$ cat src/rtl/vga_draw_pkg.sv
// Shared drawing definitions for the VGA overlay blocks: coordinate width,
// 6-bit colour type, named colours and the bar-gauge state encoding.
package vga_draw_pkg;

  localparam int COORD_W = 9;

  typedef logic [5:0] colour_t;

  localparam colour_t GREEN_BAR = 6'b001001;
  localparam colour_t WHITE     = 6'b111111;
  localparam colour_t BLACK     = 6'b000000;

  typedef enum logic [2:0] {
    IDLE,
    SEG_FILL,
    SEG_ERASE,
    CLR,
    STEP,
    DONE
  } gauge_state_t;

  // Width of a counter able to hold 0..n.
  function automatic int cnt_w(input int n);
    return (n < 1) ? 1 : $clog2(n + 1);
  endfunction

endpackage

$ cat src/rtl/vga_rect_scan.sv
// Walks a filled rectangle one pixel per clock, x inner and y outer, raising
// plot for every pixel and last on the final one.
module vga_rect_scan
  import vga_draw_pkg::*;
#(
  parameter int            CW         = COORD_W,
  parameter int            MAX_W      = 300,
  parameter int            MAX_H      = 5,
  parameter int            WW         = cnt_w(MAX_W),
  parameter int            HW         = cnt_w(MAX_H),
  parameter logic [CW-1:0] RST_X      = '0,
  parameter logic [CW-1:0] RST_Y      = '0,
  parameter colour_t       RST_COLOUR = WHITE
) (
  input  logic          clk,
  input  logic          reset,
  input  logic          start_i,
  input  logic [CW-1:0] x0_i,
  input  logic [CW-1:0] y0_i,
  input  logic [WW-1:0] w_i,
  input  logic [HW-1:0] h_i,
  input  colour_t       colour_i,
  output logic [CW-1:0] x_o,
  output logic [CW-1:0] y_o,
  output colour_t       colour_o,
  output logic          plot_o,
  output logic          last_o
);

  logic [CW-1:0] x_q, y_q, x_base_q;
  colour_t       colour_q;
  logic          plot_q;
  logic [WW-1:0] w_q, cnt_x_q;
  logic [HW-1:0] h_q, cnt_y_q;
  logic          row_end;
  logic          last;

  assign row_end = (cnt_x_q == w_q - WW'(1));
  assign last    = plot_q && row_end && (cnt_y_q == h_q - HW'(1));

  always_ff @(posedge clk or posedge reset) begin
    if (reset) begin
      x_q      <= RST_X;
      y_q      <= RST_Y;
      x_base_q <= RST_X;
      colour_q <= RST_COLOUR;
      plot_q   <= 1'b0;
      w_q      <= WW'(1);
      h_q      <= HW'(1);
      cnt_x_q  <= '0;
      cnt_y_q  <= '0;
    end else if (start_i) begin
      x_q      <= x0_i;
      y_q      <= y0_i;
      x_base_q <= x0_i;
      colour_q <= colour_i;
      w_q      <= w_i;
      h_q      <= h_i;
      cnt_x_q  <= '0;
      cnt_y_q  <= '0;
      plot_q   <= 1'b1;
    end else if (plot_q) begin
      // Coordinates freeze on the last pixel so they hold while plot is low.
      if (last) begin
        plot_q <= 1'b0;
      end else if (row_end) begin
        cnt_x_q <= '0;
        x_q     <= x_base_q;
        cnt_y_q <= cnt_y_q + HW'(1);
        y_q     <= y_q + CW'(1);
      end else begin
        cnt_x_q <= cnt_x_q + WW'(1);
        x_q     <= x_q + CW'(1);
      end
    end
  end

  assign x_o      = x_q;
  assign y_o      = y_q;
  assign colour_o = colour_q;
  assign plot_o   = plot_q;
  assign last_o   = last;

endmodule

$ cat src/rtl/vga_bar_gauge.sv
// Segmented bar gauge drawn straight into a framebuffer: fills, erases,
// steps to a target level or clears the whole bar, one pixel per clock.
module vga_bar_gauge #(
  parameter int         X0        = 10,
  parameter int         Y0        = 44,
  parameter int         SEG_W     = 10,
  parameter int         SEG_H     = 5,
  parameter int         MAX_SEGS  = 30,
  parameter logic [5:0] FG_COLOUR = vga_draw_pkg::GREEN_BAR,
  parameter logic [5:0] BG_COLOUR = vga_draw_pkg::WHITE,
  parameter int         COORD_W   = vga_draw_pkg::COORD_W,
  localparam int        LW        = $clog2(MAX_SEGS + 1)
) (
  input  logic               clk,
  input  logic               reset,
  input  logic               inc,
  input  logic               dec,
  input  logic               clear,
  input  logic               set_req,
  input  logic [LW-1:0]      set_level,
  output logic [LW-1:0]      level,
  output logic [COORD_W-1:0] x,
  output logic [COORD_W-1:0] y,
  output logic [5:0]         colour,
  output logic               plot,
  output logic               busy,
  output logic               done
);

  import vga_draw_pkg::*;

  localparam int                 FULL_W  = MAX_SEGS * SEG_W;
  localparam int                 SCAN_WW = cnt_w(FULL_W);
  localparam int                 SCAN_HW = cnt_w(SEG_H);
  localparam logic [LW-1:0]      MAX_L   = LW'(MAX_SEGS);
  localparam logic [COORD_W-1:0] X0_C    = COORD_W'(X0);
  localparam logic [COORD_W-1:0] Y0_C    = COORD_W'(Y0);
  localparam logic [COORD_W-1:0] SEG_W_C = COORD_W'(SEG_W);

  if ((X0 + MAX_SEGS * SEG_W > 2 ** COORD_W) || (Y0 + SEG_H > 2 ** COORD_W)) begin : g_geom_check
    $error("vga_bar_gauge: bar rectangle does not fit in COORD_W-bit coordinates");
  end

  gauge_state_t        state_q, state_d;
  logic [LW-1:0]       level_q, level_d;
  logic [LW-1:0]       target_q, target_d;
  logic                launch_q, launch_d;
  logic [LW-1:0]       set_tgt;
  logic [LW-1:0]       seg_idx;
  logic                scan_start;
  logic                scan_clear;
  colour_t             scan_colour;
  logic                scan_last;
  logic [COORD_W-1:0]  seg_x;
  logic [COORD_W-1:0]  scan_x0;
  logic [SCAN_WW-1:0]  scan_w;

  assign set_tgt = (set_level > MAX_L) ? MAX_L : set_level;

  always_ff @(posedge clk or posedge reset) begin
    if (reset) begin
      state_q  <= IDLE;
      level_q  <= '0;
      target_q <= '0;
      launch_q <= 1'b0;
    end else begin
      state_q  <= state_d;
      level_q  <= level_d;
      target_q <= target_d;
      launch_q <= launch_d;
    end
  end

  // launch_q marks the cycle right after a request is taken: the scanner is
  // primed then, so plot/busy/done all surface one edge later.
  always_comb begin
    state_d     = state_q;
    level_d     = level_q;
    target_d    = target_q;
    launch_d    = 1'b0;
    scan_start  = 1'b0;
    scan_clear  = 1'b0;
    scan_colour = FG_COLOUR;
    seg_idx     = level_q;
    unique case (state_q)
      IDLE: begin
        if (clear) begin
          launch_d = 1'b1;
          target_d = '0;
          state_d  = CLR;
        end else if (set_req) begin
          launch_d = 1'b1;
          target_d = set_tgt;
          state_d  = (set_tgt == level_q) ? DONE : STEP;
        end else if (inc) begin
          launch_d = 1'b1;
          if (level_q < MAX_L) begin
            target_d = level_q + LW'(1);
            state_d  = SEG_FILL;
          end else begin
            state_d = DONE;
          end
        end else if (dec) begin
          launch_d = 1'b1;
          if (level_q != '0) begin
            target_d = level_q - LW'(1);
            state_d  = SEG_ERASE;
          end else begin
            state_d = DONE;
          end
        end
      end
      SEG_FILL: begin
        scan_start = launch_q;
        if (scan_last) begin
          level_d = level_q + LW'(1);
          state_d = (level_q + LW'(1) == target_q) ? DONE : STEP;
        end
      end
      SEG_ERASE: begin
        scan_start  = launch_q;
        scan_colour = BG_COLOUR;
        seg_idx     = level_q - LW'(1);
        if (scan_last) begin
          level_d = level_q - LW'(1);
          state_d = (level_q - LW'(1) == target_q) ? DONE : STEP;
        end
      end
      CLR: begin
        scan_start  = launch_q;
        scan_clear  = 1'b1;
        scan_colour = BG_COLOUR;
        if (scan_last) begin
          level_d = '0;
          state_d = DONE;
        end
      end
      STEP: begin
        // Only entered with level != target, so a segment always follows.
        scan_start = 1'b1;
        if (target_q > level_q) begin
          state_d = SEG_FILL;
        end else begin
          scan_colour = BG_COLOUR;
          seg_idx     = level_q - LW'(1);
          state_d     = SEG_ERASE;
        end
      end
      DONE: begin
        if (!launch_q) state_d = IDLE;
      end
      default: state_d = IDLE;
    endcase
  end

  assign seg_x   = X0_C + COORD_W'(seg_idx) * SEG_W_C;
  assign scan_x0 = scan_clear ? X0_C : seg_x;
  assign scan_w  = scan_clear ? SCAN_WW'(FULL_W) : SCAN_WW'(SEG_W);

  vga_rect_scan #(
    .CW        (COORD_W),
    .MAX_W     (FULL_W),
    .MAX_H     (SEG_H),
    .WW        (SCAN_WW),
    .HW        (SCAN_HW),
    .RST_X     (X0_C),
    .RST_Y     (Y0_C),
    .RST_COLOUR(BG_COLOUR)
  ) u_scan (
    .clk     (clk),
    .reset   (reset),
    .start_i (scan_start),
    .x0_i    (scan_x0),
    .y0_i    (Y0_C),
    .w_i     (scan_w),
    .h_i     (SCAN_HW'(SEG_H)),
    .colour_i(scan_colour),
    .x_o     (x),
    .y_o     (y),
    .colour_o(colour),
    .plot_o  (plot),
    .last_o  (scan_last)
  );

  assign level = level_q;
  assign busy  = (state_q != IDLE) && !launch_q;
  assign done  = (state_q == DONE) && !launch_q;

endmodule

$ cat config.mk
export PLATFORM = sky130hd
export DESIGN_NAME = vga_bar_gauge
export DESIGN_NICKNAME = d
export VERILOG_FILES = /design/src/rtl/vga_draw_pkg.sv /design/src/rtl/vga_rect_scan.sv /design/src/rtl/vga_bar_gauge.sv
export SDC_FILE = /design/constraint.sdc
export NUM_CORES = 1
export LEC_CHECK = 0
export CORE_AREA = 5 5 107 109
export CTS_CLUSTER_SIZE = 28
export DETAILED_ROUTE_END_ITERATION = 8
export DIE_AREA = 0 0 112 114
export GPL_TIMING_DRIVEN = 0
export PLACE_DENSITY = 0.69
export SLEW_MARGIN = 40
export SYNTH_ARGS = -nofsm -noshare
export SYNTH_HDL_FRONTEND = slang
export SYNTH_HIERARCHICAL = 1
export SYNTH_SLANG_ARGS = --single-unit
$ cat constraint.sdc
create_clock -name clk -period 7.45 [get_ports clk]
set_input_delay 0.745 -clock clk [delete_from_list [all_inputs] [get_ports clk]]
set_output_delay 0.745 -clock clk [all_outputs]
set_load 0.01 [all_outputs]
Yosys cells after proc, flatten, opt, wreduce, memory -nomap -nowiden --
Cells that the tools add are included.
Storage, ports and cells: output and inout port bits 32, register bits after elaboration 70, input port bits 11
Cells by class: mux-type cells 58, multipliers 1, order comparisons 3, equal/unequal tests 17, add/sub/neg operators 9, reduce and logical (&&, ||, !) cells 20
Operators with widths (count):
- 9-bit 2-to-1 mux | 14
- 5-bit 2-to-1 mux | 11
- 3-bit 2-to-1 mux | 14
- 9-bit by 1-bit adder with 9-bit output, second input constant | 3
- 3-bit one-hot mux with 6 select lines | 1
- 5-bit equality test | 3
- 5-bit one-hot mux with 3 select lines | 1
- 1-bit 2-to-1 mux | 12
- 6-bit one-hot mux with 2 select lines | 1
- 2-bit inequality test, second input constant | 5
- 5-bit one-hot mux with 2 select lines | 1
- 4-bit by 9-bit adder with 9-bit output, first input constant | 1
- 9-bit equality test | 1
- 9-bit by 1-bit subtractor with 9-bit output, second input constant | 1
- 5-bit by 3-bit multiplier with 8-bit output, second input constant | 1
- 4-bit AND reduction | 2
- 4-bit nonzero test | 2
- 3-bit by 2-bit equality test with 1-bit output, second input constant | 2
- 3-bit equality test, second input constant | 2
- 6-bit 2-to-1 mux | 1
- 3-bit nonzero test | 2
- 5-bit by 1-bit adder with 5-bit output, second input constant | 1
- 5-bit greater-than comparator | 1
- 5-bit greater-than comparator, second input constant | 1
- other kinds (20) | 24

Longest topological paths before layout --
word-level depth 7, gate-level depth with buffers 20

Modules after synthesis --
Netlist, hierarchy kept.
By module, submodules not included:
- vga_rect_scan | cells an instance 326, sequential area each 1470.2 sq um, area an instance 3233.1 sq um, instances 1
- vga_bar_gauge | cells an instance 233, sequential area each 350.3 sq um, area an instance 1805.5 sq um, instances 1

Worst setup path after synthesis --
No wires, ideal clock.
path type reg-to-reg, start point register level_q[4] (netlist: level[4]), end point register u_scan.x_q[8] (netlist: u_scan/x_o[8]), period minus slack after synthesis 4.267 ns, required time 7.363 ns, setup slack 3.183 ns, setup time 0.087 ns, buffers on the path 1, stages on the path, launching flop included 20, data arrival time 4.181 ns, cells stage by stage dfrtp_1 -> clkbuf_1 -> inv_1 -> ha_1 -> nand2_1 -> a211o_1 -> a311o_4 -> nand2_1 -> xnor2_1 -> ha_1 -> ha_1 -> inv_1 -> fa_1 -> nand2b_1 -> or4b_1 -> o2bb2ai_1 -> nand2_1 -> o21ai_0 -> nand3_1 -> o211ai_1
On the way: longest elaborated chain between the ends 7
Ends and longest elaborated chain:
- start: declaration | RTL line vga_bar_gauge.sv:45 | logic [LW-1:0] level_q, level_d;
- start signal: assignment | RTL line vga_bar_gauge.sv:68 | level_q <= level_d;
- 5-bit by 1-bit subtractor with 5-bit output or 5-bit greater-than comparator (tied branches) | RTL line vga_bar_gauge.sv:123, vga_bar_gauge.sv:145, vga_bar_gauge.sv:141
- 5-bit 2-to-1 mux | RTL line vga_bar_gauge.sv:141 | if (target_q > level_q) begin
- 5-bit one-hot mux with 2 select lines (*) | RTL line vga_bar_gauge.sv:85 | unique case (state_q)
- 5-bit by 3-bit multiplier with 8-bit output (*) | RTL line vga_bar_gauge.sv:156 | assign seg_x = X0_C + COORD_W'(seg_idx) * SEG_W_C;
- 4-bit by 9-bit adder with 9-bit output (*) | RTL line vga_bar_gauge.sv:156
- 9-bit 2-to-1 mux (*) | RTL line vga_bar_gauge.sv:157 | assign scan_x0 = scan_clear ? X0_C : seg_x;
- net scan_x0[8] | RTL line vga_bar_gauge.sv:55 | logic [COORD_W-1:0] scan_x0;
- 9-bit 2-to-1 mux (*) | RTL line vga_rect_scan.sv:52 | end else if (start_i) begin
- end signal: assignment | RTL line vga_rect_scan.sv:53 | x_q <= x0_i;
- end signal: assignment | RTL line vga_rect_scan.sv:68 | x_q <= x_base_q;
- end signal: assignment | RTL line vga_rect_scan.sv:73 | x_q <= x_q + CW'(1);
- end: declaration | RTL line vga_rect_scan.sv:30 | logic [CW-1:0] x_q, y_q, x_base_q;
The timed path passes the listed nets; every way through them passes the cells marked *. A chain may end at the register's enable or synchronous reset.

Final worst setup path --
Same ends and word-level chain as after synthesis.

==> run summary <==
EDFF count, synth = 0
Die Span X = 112 um
Die H = 114 um
RSZ-0062 raised after global routing = no
Hold path cells = 2
Residual DRC = 0
Final Hold Viols = 0
Worst rel slew slack = 57.0%
Clk pin slew, worst setup/hold paths = 80 ps
Number of clock sinks = 72
Total power = 2750 uW
Starting Density = 48.0%
Share of cells above drive strength 1 = 12.9%
Most frequent CP cell = ha_1
Post-CTS sizing = 0
H-tree Lvls = 3
Commonest cells after routing, fill and taps aside = 57 x nand2_1, 57 x dfrtp_1, 42 x xnor2_1
1st-pass router iterations = 6
Initial DRC Count = 369
Aggregate global-route resource usage = 20.7%
Worst Hold Class = flop to flop
Post-synth top area share = 28.3%
Slew Viols, Final = 0
CP Capture Type = flop
Post-route minimum period = 4910 ps
Seq/Total Area, Yosys = 36.1%
CTS Hold Bufs = 0
Top routing layer in use = met4
Vias in the first global route = 4428
Antenna violations before repair = 0
Asr flop ratio synth = 100%
Top post-synthesis cells by area = dfrtp_1 28%, dfstp_2 7.8%, xnor2_1 7.3%, ha_1 5.0%, nand2_1 4.2%
Internal power = 1480 uW
Avg WL per Cell = 16.2 um
CORE AREA = 10500 um2
Final Non-Filler Cells = 775
ANT nets after route = 0
Status = completed
Worst-path fanout max = 10
Yosys cell types = 75
Post-DP HPWL = 9320 um
Final net count = 662
Wire length on met1 = 5900 um
Critical Path Max Stage Delay = 510 ps
Root buf cell = clkbuf_8
Net Sw Frac = 46.1%
CTS tree = done
Mapped Area = 5040 um2
Worst r2r src = level[4]
Ys flop type = dfrtp_1
P&R area growth vs syn = 16.9%
Final wirelength = 12600 um
Metal3 WL = 565 um
WL met2 = 5890 um
Worst Hold Path EP = u_scan/x_base_q[3]
Synth area leader = dfrtp_1
First-pass GRT wire length = 21600 um
Port-buffer cells = 40
Maxcap violations = 0
GRT overflow = 0
Post-CTS setup buffer count = 0
Setup Skew = 8.14 ps
Drt via density = 5.60
Flop pwr share = 27.0%
Power density over the cells = 467 nW/um2
Max Clk Rate = 204 MHz
R2r setup slk = 2540 ps
Worst r2r path cells = 18
Ys Warns = 6
Vias = 4342
CP max-delay cell = dfrtp_1
#FFs+latches synth = 72
Final setup TNS = 0 ps
Worst VDD drop = 0.235 mV
Synthesized area per cell = 9.01 um2
Die area = 12800 um2
Leakage = 0.00252 uW
P_sw = 1270 uW
Clk network pwr share = 11.1%
Clock Latency Late Sink = 360 ps
Post-placement cell count = 759
Largest net degree at the start of global routing = 32
CP arrival = 5170 ps
Setup Viol. Count Final = 0
RD Place Congestion = 0.903
Syn Inst Count = 559
Hold path start = u_scan/x_base_q[3]
Top Ports = 43
Worst hold slack = 478 ps
CTS max path bufs = 2
Post-route clock period utilization = 65.9%
Cells along the critical path = clkbuf_1 > inv_1 > ha_1 > nand2_1 > a211o_1 > a311o_4 > a21oi_1 > ha_1 > ha_1 > inv_1 > fa_1 > nand2b_1 > or4b_1 > o2bb2ai_1 > nand2_1 > o21ai_0 > nand3_1 > o211ai_1
Total CTS buffers = 9
Reg2reg end = u_scan/x_o[8]
WP data required = 7710 ps
Ant diodes = 0
Least-Margin Pin Slew = 629 ps
CP Launch Type = flop
Critical setup path kind = flop to flop
Gate power share = 62.0%
Row count = 38
-- metal layers --
metal,global-route usage [%],vias up
met2,33.3,116
met1,28.6,2117
li1,-,2093
met5,0,-
met3,2.92,16
met4,7.53,0
-- power by group through the flow --
stage	clock (uW)	combinational [uW]	sequential [uW]
2_1_floorplan	0	1230	731
6_report	305	1710	742
5_1_grt	331	1900	769
3_3_place_gp	0	1630	739
4_1_cts	314	1700	741
3_5_place_dp	0	1680	747
-- registers in the layout, indices dropped and copies added, names as in the netlist --
signal / cells
target_q: 5
u_scan/cnt_x_q: 9
u_scan/x_o: 9
launch_q: 1
u_scan/y_o: 9
u_scan/w_q: 9
state_q: 3
u_scan/x_base_q: 9
u_scan/colour_o: 6
u_scan/h_q: 3
level: 5
u_scan/plot_o: 1
u_scan/cnt_y_q: 3
-- stage by stage --
| stage | utilization [%] | instance area (um2) | worst slack (ps) |
|---|---|---|---|
| after floorplan | - | 5110 | 3180 |
| final | 56.1 | 5890 | 2540 |
| after global routing | 56.1 | 5890 | 2230 |
| after CTS | 56.1 | 5890 | 2590 |
| after detailed placement | 54.3 | 5710 | 2640 |
| after global placement | 54.1 | 5690 | 2740 |
-- critical path: cells and delay by family, from the launching register on --
| family | cells | cell delay, ps |
|---|---|---|
| DFF | 1 | 510 |
| and+or+nand+nor | 5 | 990 |
| buffers and inverters | 3 | 600 |
| adders and majority gates | 4 | 1280 |
| AOI/OAI and AO/OA | 6 | 1420 |
-- cells in the mapped netlist, types with 12 or more instances --
| library cell | instances |
|---|---|
| mux2_2 | 17 |
| a21oi_1 | 35 |
| o21ai_0 | 30 |
| clkbuf_1 | 17 |
| inv_1 | 32 |
| dfstp_2 | 15 |
| nand2_1 | 57 |
| ha_1 | 20 |
| nor2_1 | 31 |
| xnor2_1 | 42 |
| and3_1 | 12 |
| nand3_1 | 15 |
| dfrtp_1 | 57 |
-- cells by family (layout without fill, tap and decap cells) --
family	count (synthesis)	after routing	share of synthesized area [%]
simple gates	186	186	20.4
compound gates	130	130	16.8
flops	72	72	36.1
buf+inv	66	123	5.49
xor+xnor	53	53	9.49
mux	29	29	6.21
fa+ha+maj	21	21	5.36
other cells	2	21	0.149
-- worst max-delay path by stage --
stage / startpoint / depth (start not counted) / to
floorplan: level[4] / 19 / u_scan/x_o[8]
global placement: level[4] / 18 / u_scan/x_o[8]
detailed placement: level[4] / 18 / u_scan/x_o[8]
CTS: level[4] / 18 / u_scan/x_o[8]
global route: level[4] / 19 / u_scan/x_o[8]
finish: level[4] / 18 / u_scan/x_o[8]
-- layout make-up --
class / instances / area [um2]
timing repair buffer: 41 / 420
inverter: 35 / 134
clock inverter: 4 / 47.5
tap: 140 / 175
sequential: 72 / 1820
buffer: 31 / 145
multi-input combinational: 440 / 3010
clock buffer: 12 / 135
fill: 976 / 4620
(Power assumes the default switching activity.)
